### config.mk
export PLATFORM = sky130hd
export DESIGN_NAME = asc_arbiter
export DESIGN_NICKNAME = d
export VERILOG_FILES = /design/src/rtl/asc_pkg.sv /design/src/rtl/addSubComp.sv /design/src/rtl/asc_arbiter_rr_arb2.sv /design/src/rtl/asc_arbiter.sv
export SDC_FILE = /design/constraint.sdc
export NUM_CORES = 1
export LEC_CHECK = 0
export BUFFER_PORTS_ARGS = -buffer_cell sky130_fd_sc_hd__buf_2
export CORE_MARGIN = 2
export CORE_UTILIZATION = 59
export CTS_BUF_LIST = sky130_fd_sc_hd__clkbuf_8
export DETAILED_ROUTE_END_ITERATION = 10
export PLACE_DENSITY = 0.9
export SLEW_MARGIN = 20
export SYNTH_ARGS = -nofsm -noshare
export SYNTH_HDL_FRONTEND = slang
export SYNTH_SLANG_ARGS = --single-unit
### constraint.sdc
create_clock -name clk -period 8.4 [get_ports clk]
set_input_delay 1.26 -clock clk [delete_from_list [all_inputs] [get_ports clk]]
set_output_delay 1.26 -clock clk [all_outputs]
set_load 0.1 [all_outputs]
### src/rtl/asc_pkg.sv
// rtl/asc_pkg.sv - shared encodings for the add/sub/compare arbiter
package asc_pkg;

    localparam logic [1:0] ASC_OP_ADD = 2'b00;
    localparam logic [1:0] ASC_OP_SUB = 2'b01;
    localparam logic [1:0] ASC_OP_SLT = 2'b10;
    localparam logic [1:0] ASC_OP_SEQ = 2'b11;

    localparam logic ASC_REQ0 = 1'b0;
    localparam logic ASC_REQ1 = 1'b1;

    typedef enum logic {
        ASC_EMPTY = 1'b0,
        ASC_FULL  = 1'b1
    } asc_state_e;

endpackage

### src/rtl/addSubComp.sv
// rtl/addSubComp.sv - signed add, subtract and compare datapath with overflow flags
module addSubComp #(
    parameter int NUM_SIZE = 32
) (
    input  logic [NUM_SIZE-1:0] a,
    input  logic [NUM_SIZE-1:0] b,
    output logic [NUM_SIZE-1:0] add,
    output logic [NUM_SIZE-1:0] sub,
    output logic                overflowAdd,
    output logic                overflowSub,
    output logic                equal,
    output logic                greaterThan,
    output logic                lessThan
);

    // Two's complement overflow: the result sign disagrees with what the operand signs force.
    always_comb begin
        add         = a + b;
        sub         = a - b;
        overflowAdd = (a[NUM_SIZE-1] == b[NUM_SIZE-1]) && (add[NUM_SIZE-1] != a[NUM_SIZE-1]);
        overflowSub = (a[NUM_SIZE-1] != b[NUM_SIZE-1]) && (sub[NUM_SIZE-1] != a[NUM_SIZE-1]);
        equal       = (a == b);
        lessThan    = ($signed(a) < $signed(b));
        greaterThan = ($signed(a) > $signed(b));
    end

endmodule

### src/rtl/asc_arbiter_rr_arb2.sv
// rtl/asc_arbiter_rr_arb2.sv - two-way round-robin grant with last-grant memory
module rr_arb2
    import asc_pkg::*;
(
    input  logic clk,
    input  logic rstN,
    input  logic valid0_i,
    input  logic valid1_i,
    input  logic advance_i,
    output logic grant_o
);

    logic last_grant_q;

    // A lone requester always wins; on a tie the one not served last time wins.
    always_comb begin
        if (valid0_i && valid1_i) begin
            grant_o = ~last_grant_q;
        end else begin
            grant_o = valid1_i ? ASC_REQ1 : ASC_REQ0;
        end
    end

    // Remember the winner only when the grant was actually consumed; reset favours req0 first.
    always_ff @(posedge clk or negedge rstN) begin
        if (!rstN) begin
            last_grant_q <= ASC_REQ1;
        end else if (advance_i) begin
            last_grant_q <= grant_o;
        end
    end

endmodule

### src/rtl/asc_arbiter.sv
// rtl/asc_arbiter.sv - shares one addSubComp between two requesters (optional ASC_GRANT_CNT_EN counters)
module asc_arbiter
    import asc_pkg::*;
#(
    parameter int NUM_SIZE = 32,
    parameter int TAG_W    = 4
) (
    input  logic                clk,
    input  logic                rstN,
    input  logic                req0Valid,
    output logic                req0Ready,
    input  logic [1:0]          req0Op,
    input  logic [NUM_SIZE-1:0] req0A,
    input  logic [NUM_SIZE-1:0] req0B,
    input  logic [TAG_W-1:0]    req0Tag,
    input  logic                req1Valid,
    output logic                req1Ready,
    input  logic [1:0]          req1Op,
    input  logic [NUM_SIZE-1:0] req1A,
    input  logic [NUM_SIZE-1:0] req1B,
    input  logic [TAG_W-1:0]    req1Tag,
`ifdef ASC_GRANT_CNT_EN
    output logic [31:0]         grantCnt0,
    output logic [31:0]         grantCnt1,
`endif
    output logic                rspValid,
    input  logic                rspReady,
    output logic                rspReqId,
    output logic [TAG_W-1:0]    rspTag,
    output logic [NUM_SIZE-1:0] rspResult,
    output logic                rspOverflow,
    output logic                rspEqual,
    output logic                rspGreaterThan,
    output logic                rspLessThan
);

    asc_state_e          state_q;
    logic                rsp_valid_q;
    logic                rsp_req_id_q;
    logic [TAG_W-1:0]    rsp_tag_q;
    logic [NUM_SIZE-1:0] rsp_result_q;
    logic                rsp_ovf_q, rsp_eq_q, rsp_gt_q, rsp_lt_q;

    logic                grant;
    logic                can_accept, accept;
    logic [1:0]          op_mux;
    logic [NUM_SIZE-1:0] a_mux, b_mux;
    logic [TAG_W-1:0]    tag_mux;
    logic [NUM_SIZE-1:0] add_res, sub_res;
    logic                ovf_add, ovf_sub, eq_flag, gt_flag, lt_flag;
    logic [NUM_SIZE-1:0] result_d;
    logic                ovf_d;

    // Buffer slot is free when empty, or when the held response leaves this same cycle.
    assign can_accept = (state_q == ASC_EMPTY) || (rsp_valid_q && rspReady);
    assign accept     = can_accept && (req0Valid || req1Valid);
    assign req0Ready  = accept && (grant == ASC_REQ0);
    assign req1Ready  = accept && (grant == ASC_REQ1);

    rr_arb2 u_rr_arb2 (
        .clk       (clk),
        .rstN      (rstN),
        .valid0_i  (req0Valid),
        .valid1_i  (req1Valid),
        .advance_i (accept),
        .grant_o   (grant)
    );

    // Steer the granted requester's operation into the shared datapath.
    always_comb begin
        if (grant == ASC_REQ1) begin
            op_mux  = req1Op;
            a_mux   = req1A;
            b_mux   = req1B;
            tag_mux = req1Tag;
        end else begin
            op_mux  = req0Op;
            a_mux   = req0A;
            b_mux   = req0B;
            tag_mux = req0Tag;
        end
    end

    addSubComp #(.NUM_SIZE(NUM_SIZE)) u_add_sub_comp (
        .a           (a_mux),
        .b           (b_mux),
        .add         (add_res),
        .sub         (sub_res),
        .overflowAdd (ovf_add),
        .overflowSub (ovf_sub),
        .equal       (eq_flag),
        .greaterThan (gt_flag),
        .lessThan    (lt_flag)
    );

    // Pick the result for the op; compares ride on the subtractor, so they report its overflow.
    always_comb begin
        ovf_d = (op_mux == ASC_OP_ADD) ? ovf_add : ovf_sub;
        case (op_mux)
            ASC_OP_ADD: result_d = add_res;
            ASC_OP_SUB: result_d = sub_res;
            ASC_OP_SLT: result_d = {{(NUM_SIZE-1){1'b0}}, lt_flag};
            default:    result_d = {{(NUM_SIZE-1){1'b0}}, eq_flag};
        endcase
    end

    // One-entry response buffer FSM; data only loads on accept and otherwise holds.
    always_ff @(posedge clk or negedge rstN) begin
        if (!rstN) begin
            state_q      <= ASC_EMPTY;
            rsp_valid_q  <= 1'b0;
            rsp_req_id_q <= 1'b0;
            rsp_tag_q    <= '0;
            rsp_result_q <= '0;
            rsp_ovf_q    <= 1'b0;
            rsp_eq_q     <= 1'b0;
            rsp_gt_q     <= 1'b0;
            rsp_lt_q     <= 1'b0;
        end else begin
            if (accept) begin
                rsp_req_id_q <= grant;
                rsp_tag_q    <= tag_mux;
                rsp_result_q <= result_d;
                rsp_ovf_q    <= ovf_d;
                rsp_eq_q     <= eq_flag;
                rsp_gt_q     <= gt_flag;
                rsp_lt_q     <= lt_flag;
            end
            case (state_q)
                ASC_EMPTY: begin
                    if (accept) begin
                        state_q     <= ASC_FULL;
                        rsp_valid_q <= 1'b1;
                    end
                end
                default: begin
                    if (!accept && rspReady) begin
                        state_q     <= ASC_EMPTY;
                        rsp_valid_q <= 1'b0;
                    end
                end
            endcase
        end
    end

    assign rspValid       = rsp_valid_q;
    assign rspReqId       = rsp_req_id_q;
    assign rspTag         = rsp_tag_q;
    assign rspResult      = rsp_result_q;
    assign rspOverflow    = rsp_ovf_q;
    assign rspEqual       = rsp_eq_q;
    assign rspGreaterThan = rsp_gt_q;
    assign rspLessThan    = rsp_lt_q;

`ifdef ASC_GRANT_CNT_EN
    logic [31:0] grant_cnt0_q, grant_cnt1_q;

    // Per-requester accept counters, free-running with natural wrap.
    always_ff @(posedge clk or negedge rstN) begin
        if (!rstN) begin
            grant_cnt0_q <= '0;
            grant_cnt1_q <= '0;
        end else begin
            if (req0Ready) grant_cnt0_q <= grant_cnt0_q + 32'd1;
            if (req1Ready) grant_cnt1_q <= grant_cnt1_q + 32'd1;
        end
    end

    assign grantCnt0 = grant_cnt0_q;
    assign grantCnt1 = grant_cnt1_q;
`endif

endmodule

# Yosys cells after proc, flatten, opt, wreduce, memory -nomap -nowiden
# Index checks and enable logic that the tools add are counted.
[op_classes] n_addsub=2 order_cmp=2 n_eq_ne=8 n_mux=14 n_bitwise=3 reduce_logical=14
[ops] cell="$pmux 32 s3" n=1
[ops] cell="$mux 32" n=2
[ops] cell="$add 32x32->32" n=1
[ops] cell="$eq 32x32->1" n=1
[ops] cell="$gt 32x32->1" n=1
[ops] cell="$lt 32x32->1" n=1
[ops] cell="$sub 32x32->32" n=1
[ops] cell="$mux 1" n=9
[ops] cell="$logic_and 1x1->1" n=8
[ops] cell="$mux 4" n=1
[ops] cell="$ne 1x1->1" n=3
[ops] cell="$not 1->1" n=3
[ops] cell="$eq 2x1->1 const B" n=1
[ops] cell="$eq 2x2->1 const B" n=1
[ops] cell="$logic_not 2->1" n=1
[ops] cell="$logic_or 1x1->1" n=2
[ops] cell="$mux 2" n=1
[ops] cell="$ne 2x1->1 const B" n=1
[ops] cell="$reduce_and 2->1" n=1
[ops] cell="$reduce_bool 2->1" n=1
[ops] cell="$eq 1x1->1" n=1
[ops] cell="$logic_not 1->1" n=1
[word_totals] reg_bits=44 out_inout_bits=44

# Depth between registers and ports, before layout
# Gate-level depths: netlist (run 1).
[logic_depth] depth_word=7 mapped_depth=16

# Cells and area by module
# Synthesis (run 1) repeated with hierarchy kept, for this count alone.
[unflattened] hier_cells=790 hier_area_um2=6590.1
[by_module_without_submodules] module="addSubComp" instances=1 cells_per_inst=555 area_each_um2=3727.3
[by_module_without_submodules] module="asc_arbiter" instances=1 cells_per_inst=232 area_each_um2=2810.2
[by_module_without_submodules] module="rr_arb2" instances=1 cells_per_inst=3 area_each_um2=52.6

# Least setup slack after synthesis (run 1)
# OpenSTA, ideal clock, no wires.
[synth_timing] path_type="input to register" start="input req1Valid" end="register rsp_lt_q, in the netlist rspLessThan" t_arrival_ns=4.819 path_slack_ns=3.455 stages=14 path_buffers=2 path_cell_list="a21boi_2 -> clkbuf_1 -> clkbuf_1 -> mux2_2 -> ha_1 -> fa_1 -> o21bai_2 -> a2111oi_4 -> o2111ai_1 -> o2111ai_1 -> a31oi_1 -> o21bai_1 -> a32o_1 -> mux2_2"
[synth_via] elab_chain_cells=4
[synth_lines] item="start, declared" line_no="asc_arbiter.sv:16" rtl="input logic req1Valid,"
[synth_lines] item="$mux 1 or $logic_and 1x1->1 (tied branches)" line_no="asc_arbiter_rr_arb2.sv:20, asc_arbiter_rr_arb2.sv:17"
[synth_lines] item="$mux 1" line_no="asc_arbiter_rr_arb2.sv:17" rtl="if (valid0_i && valid1_i) begin"
[synth_lines] item="$mux 32" line_no="asc_arbiter.sv:71" rtl="if (grant == ASC_REQ1) begin"
[synth_lines] item="$lt 32x32->1" line_no="addSubComp.sv:23" rtl="lessThan = ($signed(a) < $signed(b));"
[synth_lines] item="end signal, assigned" line_no="asc_arbiter.sv:127" rtl="rsp_lt_q <= lt_flag;"
[synth_lines] item="end, declared" line_no="asc_arbiter.sv:42" rtl="logic rsp_ovf_q, rsp_eq_q, rsp_gt_q, rsp_lt_q;"
# Parallel ways exist; a longest one is shown, timed or not.
# A chain may end at the register's enable or synchronous reset.

# Worst setup path in the final report (run 1)
[layout_timing] start="input req1Valid" end="register rsp_result_q[31], in the netlist rspResult[31]"
[layout_via] elab_chain_cells=5
[layout_lines] item="$mux 1 or $logic_and 1x1->1 (tied branches)" line_no="asc_arbiter_rr_arb2.sv:20, asc_arbiter_rr_arb2.sv:17"
[layout_lines] item="$mux 1" line_no="asc_arbiter_rr_arb2.sv:17"
[layout_lines] item="$mux 32 or $mux 2 (tied branches)" line_no="asc_arbiter.sv:71"
[layout_lines] item="$sub 32x32->32, or another cell as far along" line_no="addSubComp.sv:19" rtl="sub = a - b;"
[layout_lines] item="$pmux 32 s3" line_no="asc_arbiter.sv:99" rtl="case (op_mux)"
[layout_lines] item="end signal, assigned" line_no="asc_arbiter.sv:123" rtl="rsp_result_q <= result_d;"
[layout_lines] item="end, declared" line_no="asc_arbiter.sv:41" rtl="logic [NUM_SIZE-1:0] rsp_result_q;"
# Parallel ways exist; a longest one is shown, timed or not.

==> reports/metrics.csv, run 1 <==
stage;metric;value;unit
sta;Setup-failing EPs final;0;
floorplanning;Die ar.;11500;um^2
critical_path;R2R setup slack;3.61;ns
sta;Slew HR;36.3;%
synthesis;Post-Syn Area;6310;um^2
drt;drt drc;0;
sta;worst hold slack;0.482;ns
synthesis;Synth Area in Compound Gates;28.4;%
hold_path;Hold/Removal Path Class;flip-flop to flip-flop;
global_routing;via count of the first global-routing pass;6086;
synthesis;post-synthesis sequential area ratio;17.5;%
floorplanning;Initial Util;60.9;%
place;# port buffers;188;
sta;fmax;0.181;GHz
clock_tree;number of CTS-inserted buffers;5;
pwr;PwrDens;305;nW/um^2
drt;routed via count;6605;
clock_tree;CTS Buffer Depth;2;
synthesis;cell with the most instances after synthesis;inv_1;
critical_path;crit path kind;input pin to flip-flop;
synthesis;Synth area leader;dfrtp_1;
synthesis;largest family of logic cells by synthesized area;compound AO/OA/AOI/OAI gates;
sta;final-report hold violation count;0;
global_routing;pin count of the biggest net entering global routing;55;
clock_tree;Post-CTS Setup Inserts;0;
drt;post-DR wirelength/cell;17.1;um
critical_path;Worst EP required;8.59;ns
synthesis;asr flop ratio synth;100;%
synthesis;dominant synthesized flop cell;dfrtp_1;
critical_path;Worst setup SP type;input pin;
global_routing;first-pass GRT wire length;29100;um
synthesis;Synth area leaders;dfrtp_1 17%, ha_1 12%, mux2_2 12%;
floorplanning;Core Box Area;10400;um^2
clock_tree;clk_lat worst skew;0.30;ns
critical_path;CP arrival;5.72;ns
global_routing;total gr overflow;0;
synthesis;Post-Syn Instances;780;
layout;final core utilization;70.6;%
synthesis;YS warnings;0;
synthesis;post-synthesis register bit count;44;
global_routing;All-Layer GR Usage;31.1;%
synthesis;mean post-synth cell area;8.09;um^2
synthesis;Post-Synth Adder-Cell Area;13.1;%
layout;antenna diode count;0;
clock_tree;cts repair resizes;0;
drt;DR iter-0 viols;512;
synthesis;xor and xnor area share after synthesis;4.02;%
place;post-placement setup slack;2.62;ns
clock_tree;TritonCTS clock tree;done;
synthesis;Post-synth top cells;68 x inv_1, 65 x mux2_2, 63 x ha_1, 57 x nand2_1, 56 x nor2_1;
critical_path;CP Capture Type;flip-flop;
drt;via-per-instance ratio;6.16;
clock_tree;Clock H-tree levels;2;
synthesis;Netlist cell types;89;
sta;setup_tns;0;ns
clock_tree;clock slew at reported path FFs;0.09;ns
drt;Pre-Repair DR Iteration Count;7;
sta;max-slew violation count;0;
critical_path;Max Fanout on Critical Path;45;
floorplanning;Die W;107;um
layout;Area Growth Syn to Fin;16.0;%
drt;total wire length;18300;um
place;Detail Placement HPWL;14600;um
pwr;maximum vdd drop;0.321;mV
sta;RSZ-0062 raised after global routing;false;
sta;Final Critical Period;5.53;ns
synthesis;Net Count, Synth;990;
layout;share of layout cells above drive strength 1;31.6;%
place;routability cong.;0.976;
clock_tree;clk root buf;clkbuf_8;
sta;worst-margin pin slew;0.956;ns
synthesis;Post-synth EDFFs;0;
clock_tree;Post-CTS Hold Fix Bufs;0;
synthesis;multiplexer area fraction after synthesis;13.3;%
floorplanning;row cnt;37;
synthesis;Post-Synth Simple-Gate Area;15.4;%
floorplanning;die height;107;um
pwr;Leakage;3.58;nW
global_routing;initial antenna violation count;0;
clock_tree;Sink Count;44;
sta;Worst Slack Setup Final;2.87;ns
synthesis;post-synth top area share;17.0;%
floorplanning;# IOs;189;
pwr;Tot Pwr;2.23;mW
sta;clk_skew;0.00560;ns
drt;Final ANT Viol Nets;0;
run;Max Cap Viol;0;
layout;Nets;1145;
run_status;status;finished, final reports clean;
sta;Final Cycle Share;65.8;%
-- stage by stage --
step,area [um^2],instances
5_1_grt,7320,1072
3_3_place_gp,7200,1064
3_5_place_dp,7200,1064
4_1_cts,7320,1072
2_1_floorplan,6310,780
6_report,7320,1072
-- final timing paths --
kind,cells after the start,to,startpoint
min,1,rspReqId$_DFFE_PN0P_,rspReqId$_DFFE_PN0P_
min in group asynchronous,1,rspResult[11]$_DFFE_PN0P_,rstN
max in group asynchronous,1,rspTag[1]$_DFFE_PN0P_,rstN
max,14,rspResult[31]$_DFFE_PN0P_,req1Valid
min reg2reg,1,rspReqId$_DFFE_PN0P_,rspReqId$_DFFE_PN0P_
max reg2reg,13,rspResult[31]$_DFFE_PN0P_,u_rr_arb2.last_grant_q$_DFFE_PN1P_
-- layout by cell type, fill, tap and decap left out, types with 4 or more instances in the layout --
master / Yosys / layout
and2_1: 5 / 5
xnor2_1: 23 / 23
a21oi_1: 52 / 52
nor4_1: 5 / 5
dfrtp_1: 43 / 43
nand3_1: 17 / 17
mux2i_1: 11 / 10
o22ai_1: 4 / 4
nand2_1: 57 / 57
a21o_1: 12 / 12
a211oi_1: 7 / 7
mux2_2: 65 / 65
xor2_1: 6 / 6
o21bai_1: 16 / 15
ha_1: 63 / 63
nor3_1: 20 / 20
and3_1: 4 / 4
or2_2: 5 / 5
o21ai_2: 4 / 4
o21a_1: 6 / 6
o21ai_0: 51 / 51
nor2_1: 56 / 56
a221o_1: 4 / 4
clkbuf_8: 0 / 5
nor2b_1: 7 / 7
o21ai_1: 6 / 6
a2111oi_0: 4 / 4
a31oi_1: 8 / 8
buf_2: 6 / 188
a211o_1: 4 / 4
o31ai_1: 10 / 10
a22oi_1: 5 / 5
nand4_1: 5 / 5
a222oi_1: 4 / 4
o211ai_1: 9 / 9
nand2b_1: 7 / 7
inv_1: 68 / 68
-- registers in the layout, summed over array words and instances, names as in the netlist --
signal / flops
rspValid: 1
rspEqual: 1
state_q: 1
rspOverflow: 1
rspReqId: 1
rspLessThan: 1
rspGreaterThan: 1
u_rr_arb2.last_grant_q: 1
rspResult: 32
rspTag: 4
-- layout make-up --
cell class | count | area (um^2)
multi-input combinational | 625 | 4710
sequential | 44 | 1100
timing repair buffer | 191 | 963
clock buffer | 5 | 68.8
clock inverter | 3 | 46.3
tap | 136 | 170
fill | 864 | 3050
inverter | 68 | 255
-- per-layer routing --
metal,GRT usage [%],vias up,part of all wire (%)
li1,-,3149,-
met1,41.5,3065,43
met2,52.4,365,46
met3,4.60,26,8.7
met4,8.52,0,2.0
met5,0,-,0
-- power breakdown --
group / switching [mW] / internal (mW)
combinational: 1.27 / 0.438
clock: 0.0770 / 0.0896
sequential: 0.0510 / 0.302
total: 1.40 / 0.830
-- kinds of logic (layout without fill, tap and decap cells) --
group                    count (synthesis)  in the layout
AND/OR/NAND/NOR                        204            204
XOR/XNOR                                29             29
AO/OA/AOI/OAI                          251            251
adder cells (fa/ha/maj)                 65             65
flip-flops                              44             44
multiplexers                            76             76
buffers and inverters                  111            267
-- worst max-delay path, cell delays in order --
cell,delay (ns)
buf_2,0.13
a21boi_4,0.69
buf_4,0.62
mux2_2,0.43
ha_1,0.53
o21ai_0,0.15
a22oi_1,0.16
o211ai_1,0.11
a21oi_1,0.26
a41oi_1,0.37
o31ai_1,0.42
nand2_1,0.13
o2111a_1,0.17
a221o_1,0.25
(Power assumes the default switching activity.)
==> run 2: changes to the inputs <==
Settings changed: CORE_UTILIZATION 59 to 49, PLACE_DENSITY 0.9 to 0.8.
Clock period 8.4 ns to 5 ns, I/O delays scaled along.
==> run 2 against run 1 <==
Clock skew about the same. Routed wire length fell by 0.45%. Largest power group unchanged. Sequential power rose by 69%. Flip-flop and latch count unchanged.
==> reports/metrics.csv, run 2 (synthesized netlist as in run 1, its figures left out) <==
stage;metric;value;unit;change
hold_path;Hold Startpoint;rspResult[7]$_DFFE_PN0P_;;was rspReqId$_DFFE_PN0P_
sta;worst-margin pin slew;0.961;ns;was 0.956 ns
critical_path;CP arrival;4.39;ns;was 5.72 ns
global_routing;global routing's busiest layer;met2;;unchanged
critical_path;Worst EP required;5.19;ns;was 8.59 ns
critical_path;worst setup path start;req1Valid;;unchanged
sta;setup_tns;0;ns;unchanged
clock_tree;clock slew at reported path FFs;0.08;ns;was 0.09 ns
floorplanning;Core Box Area;12600;um^2;was 10,400 um^2
clock_tree;clk_lat worst skew;0.31;ns;was 0.30 ns
critical_path;Crit Reg-Reg Endpoint;rspResult[31]$_DFFE_PN0P_;;unchanged
drt;via-per-instance ratio;5.84;;was 6.16
floorplanning;Die W;117;um;was 107 um
drt;routed via count;6504;;was 6,605
critical_path;worst r2r path cells;13;;unchanged
sta;max-slew violation count;0;;unchanged
floorplanning;die height;117;um;was 107 um
drt;drt drc;0;;unchanged
clock_tree;Post-CTS Hold Fix Bufs;0;;unchanged
layout;most common cell after layout, fill and taps aside;buf_2;;unchanged
global_routing;met2 usage;41.2;%;was 52.4%
drt;post-DR wirelength/cell;16.3;um;was 17.1 um
floorplanning;row cnt;41;;was 37
floorplanning;Die ar.;13800;um^2;was 11,500 um^2
floorplanning;Initial Util;50.0;%;was 60.9%
clock_tree;cts repair resizes;0;;unchanged
global_routing;grt met3 use;4.12;%;was 4.60%
place;routability cong.;0.985;;was 0.976
critical_path;crit path kind;input pin to flip-flop;;unchanged
critical_path;CP peak stage delay;0.54;ns;was 0.69 ns
pwr;maximum vdd drop;0.251;mV;was 0.321 mV
clock_tree;Post-CTS Setup Inserts;0;;unchanged
layout;FILL cells;1203;;was 864
critical_path;CP max-delay cell;ha_1;;was a21boi_4
drt;Final ANT Viol Nets;0;;unchanged
sta;Setup-failing EPs final;0;;unchanged
sta;Worst Slack Setup Final;0.800;ns;was 2.87 ns
sta;fmax;0.238;GHz;
drt;Pre-Repair DR Iteration Count;6;;was 7
critical_path;CP Capture Type;flip-flop;;unchanged
sta;Final Cycle Share;84.0;%;
place;# port buffers;188;;unchanged
global_routing;pin count of the biggest net entering global routing;54;;was 55
global_routing;met1 Usage GRT;36.1;%;was 41.5%
critical_path;R2R Path Start;u_rr_arb2.last_grant_q$_DFFE_PN1P_;;unchanged
critical_path;CP Cell Sequence;buf_2 -> a21boi_4 -> buf_12 -> mux2_2 -> ha_1 -> o21ai_0 -> a22oi_1 -> o211ai_1 -> a21oi_1 -> a41oi_1 -> o31ai_1 -> nand2_1 -> o2111a_1 -> a221o_1;;was buf_2 -> a21boi_4 -> buf_4 -> mux2_2 -> ha_1 -> o21ai_0 -> a22oi_1 -> o211ai_1 -> a21oi_1 -> a41oi_1 -> o31ai_1 -> nand2_1 -> o2111a_1 -> a221o_1
layout;Area Growth Syn to Fin;17.9;%;was 16.0%
sta;Slew HR;35.9;%;was 36.3%
critical_path;critical path endpoint;rspResult[31]$_DFFE_PN0P_;;unchanged
place;Detail Placement HPWL;14500;um;was 14,600 um
floorplanning;# IOs;189;;unchanged
drt;total wire length;18200;um;was 18,300 um
global_routing;via count of the first global-routing pass;6067;;was 6,086
layout;commonest cells after routing, fill and taps aside;188 x buf_2, 68 x inv_1, 65 x mux2_2, 63 x ha_1, 57 x nand2_1;;unchanged
critical_path;R2R setup slack;1.02;ns;was 3.61 ns
layout;antenna diode count;0;;unchanged
sta;clk_skew;0.00538;ns;was 0.00560 ns
clock_tree;Sink Count;44;;unchanged
clock_tree;clk root buf;clkbuf_8;;unchanged
layout;Largest register FFs;32;;unchanged
sta;final-report hold violation count;0;;unchanged
sta;RSZ-0062 raised after global routing;false;;unchanged
global_routing;total gr overflow;0;;unchanged
critical_path;Worst setup SP type;input pin;;unchanged
hold_path;Hold/Removal Path Class;flip-flop to flip-flop;;unchanged
run;Max Cap Viol;0;;unchanged
clock_tree;Clock H-tree levels;2;;unchanged
sta;worst hold slack;0.480;ns;was 0.482 ns
critical_path;Max Fanout on Critical Path;47;;was 45
place;post-placement setup slack;0.555;ns;was 2.62 ns
drt;DR iter-0 viols;648;;was 512
clock_tree;TritonCTS clock tree;done;;unchanged
global_routing;first-pass GRT wire length;29700;um;was 29,100 um
clock_tree;number of CTS-inserted buffers;5;;unchanged
pwr;Leakage;3.63;nW;was 3.58 nW
global_routing;All-Layer GR Usage;25.6;%;was 31.1%
global_routing;initial antenna violation count;0;;unchanged
layout;Nets;1151;;was 1,145
run_status;status;finished, final reports clean;;unchanged
sta;Final Critical Period;4.20;ns;
clock_tree;CTS Buffer Depth;2;;unchanged
layout;share of layout cells above drive strength 1;32.1;%;was 31.6%
pwr;PwrDens;508;nW/um^2;was 305 nW/um^2
[run 2: worst min path at each step]
stage                                endpoint  depth (start not counted)
finish               rspResult[7]$_DFFE_PN0P_                          2
CTS                  rspResult[3]$_DFFE_PN0P_                          2
detailed placement  rspResult[23]$_DFFE_PN0P_                          2
global placement         rspReqId$_DFFE_PN0P_                          1
floorplan                rspEqual$_DFFE_PN0P_                          0
global route         rspResult[3]$_DFFE_PN0P_                          2
[run 2: power by group]
part	internal, mW	switching (mW)
registers	0.508	0.0895
clock network	0.176	0.125
logic	0.753	2.13
[run 2: area by class of cell]
class	instances	area (um^2)	share of cell area, %
Multi-Input combinational cell	625	4720	63.4
Clock inverter	1	30.0	0.403
Clock buffer	7	96.3	1.29
Inverter	68	255	3.43
Sequential cell	44	1100	14.8
Timing Repair Buffer	197	1020	13.7
Tap cell	172	215	2.89
[run 2: routing by layer]
layer	share of wire, %	vias up	wire, um
li1	-	3151	-
met1	47	3011	8510
met2	44	309	7930
met3	7.9	33	1440
met4	1.8	0	328
met5	0	-	0
[run 2: critical path: cells and delay by family]
| family | cells | cell delay (ns) |
|---|---|---|
| adders and majority gates | 1 | 0.54 |
| AOI/OAI and AO/OA | 9 | 2.15 |
| buffers and inverters | 2 | 0.37 |
| muxes | 1 | 0.40 |
| and+or+nand+nor | 1 | 0.13 |
[run 2: metrics by stage]
step                      power [mW]  area (um^2)  cells  utilization [%]
final                           3.78         7440   1114             59.0
after global routing            3.99         7440   1114             59.0
after CTS                       3.76         7440   1114             59.0
after detailed placement        3.45         7320   1106             58.0
after global placement          3.42         7320   1106             58.0
after floorplan                 2.90         6310    780                -
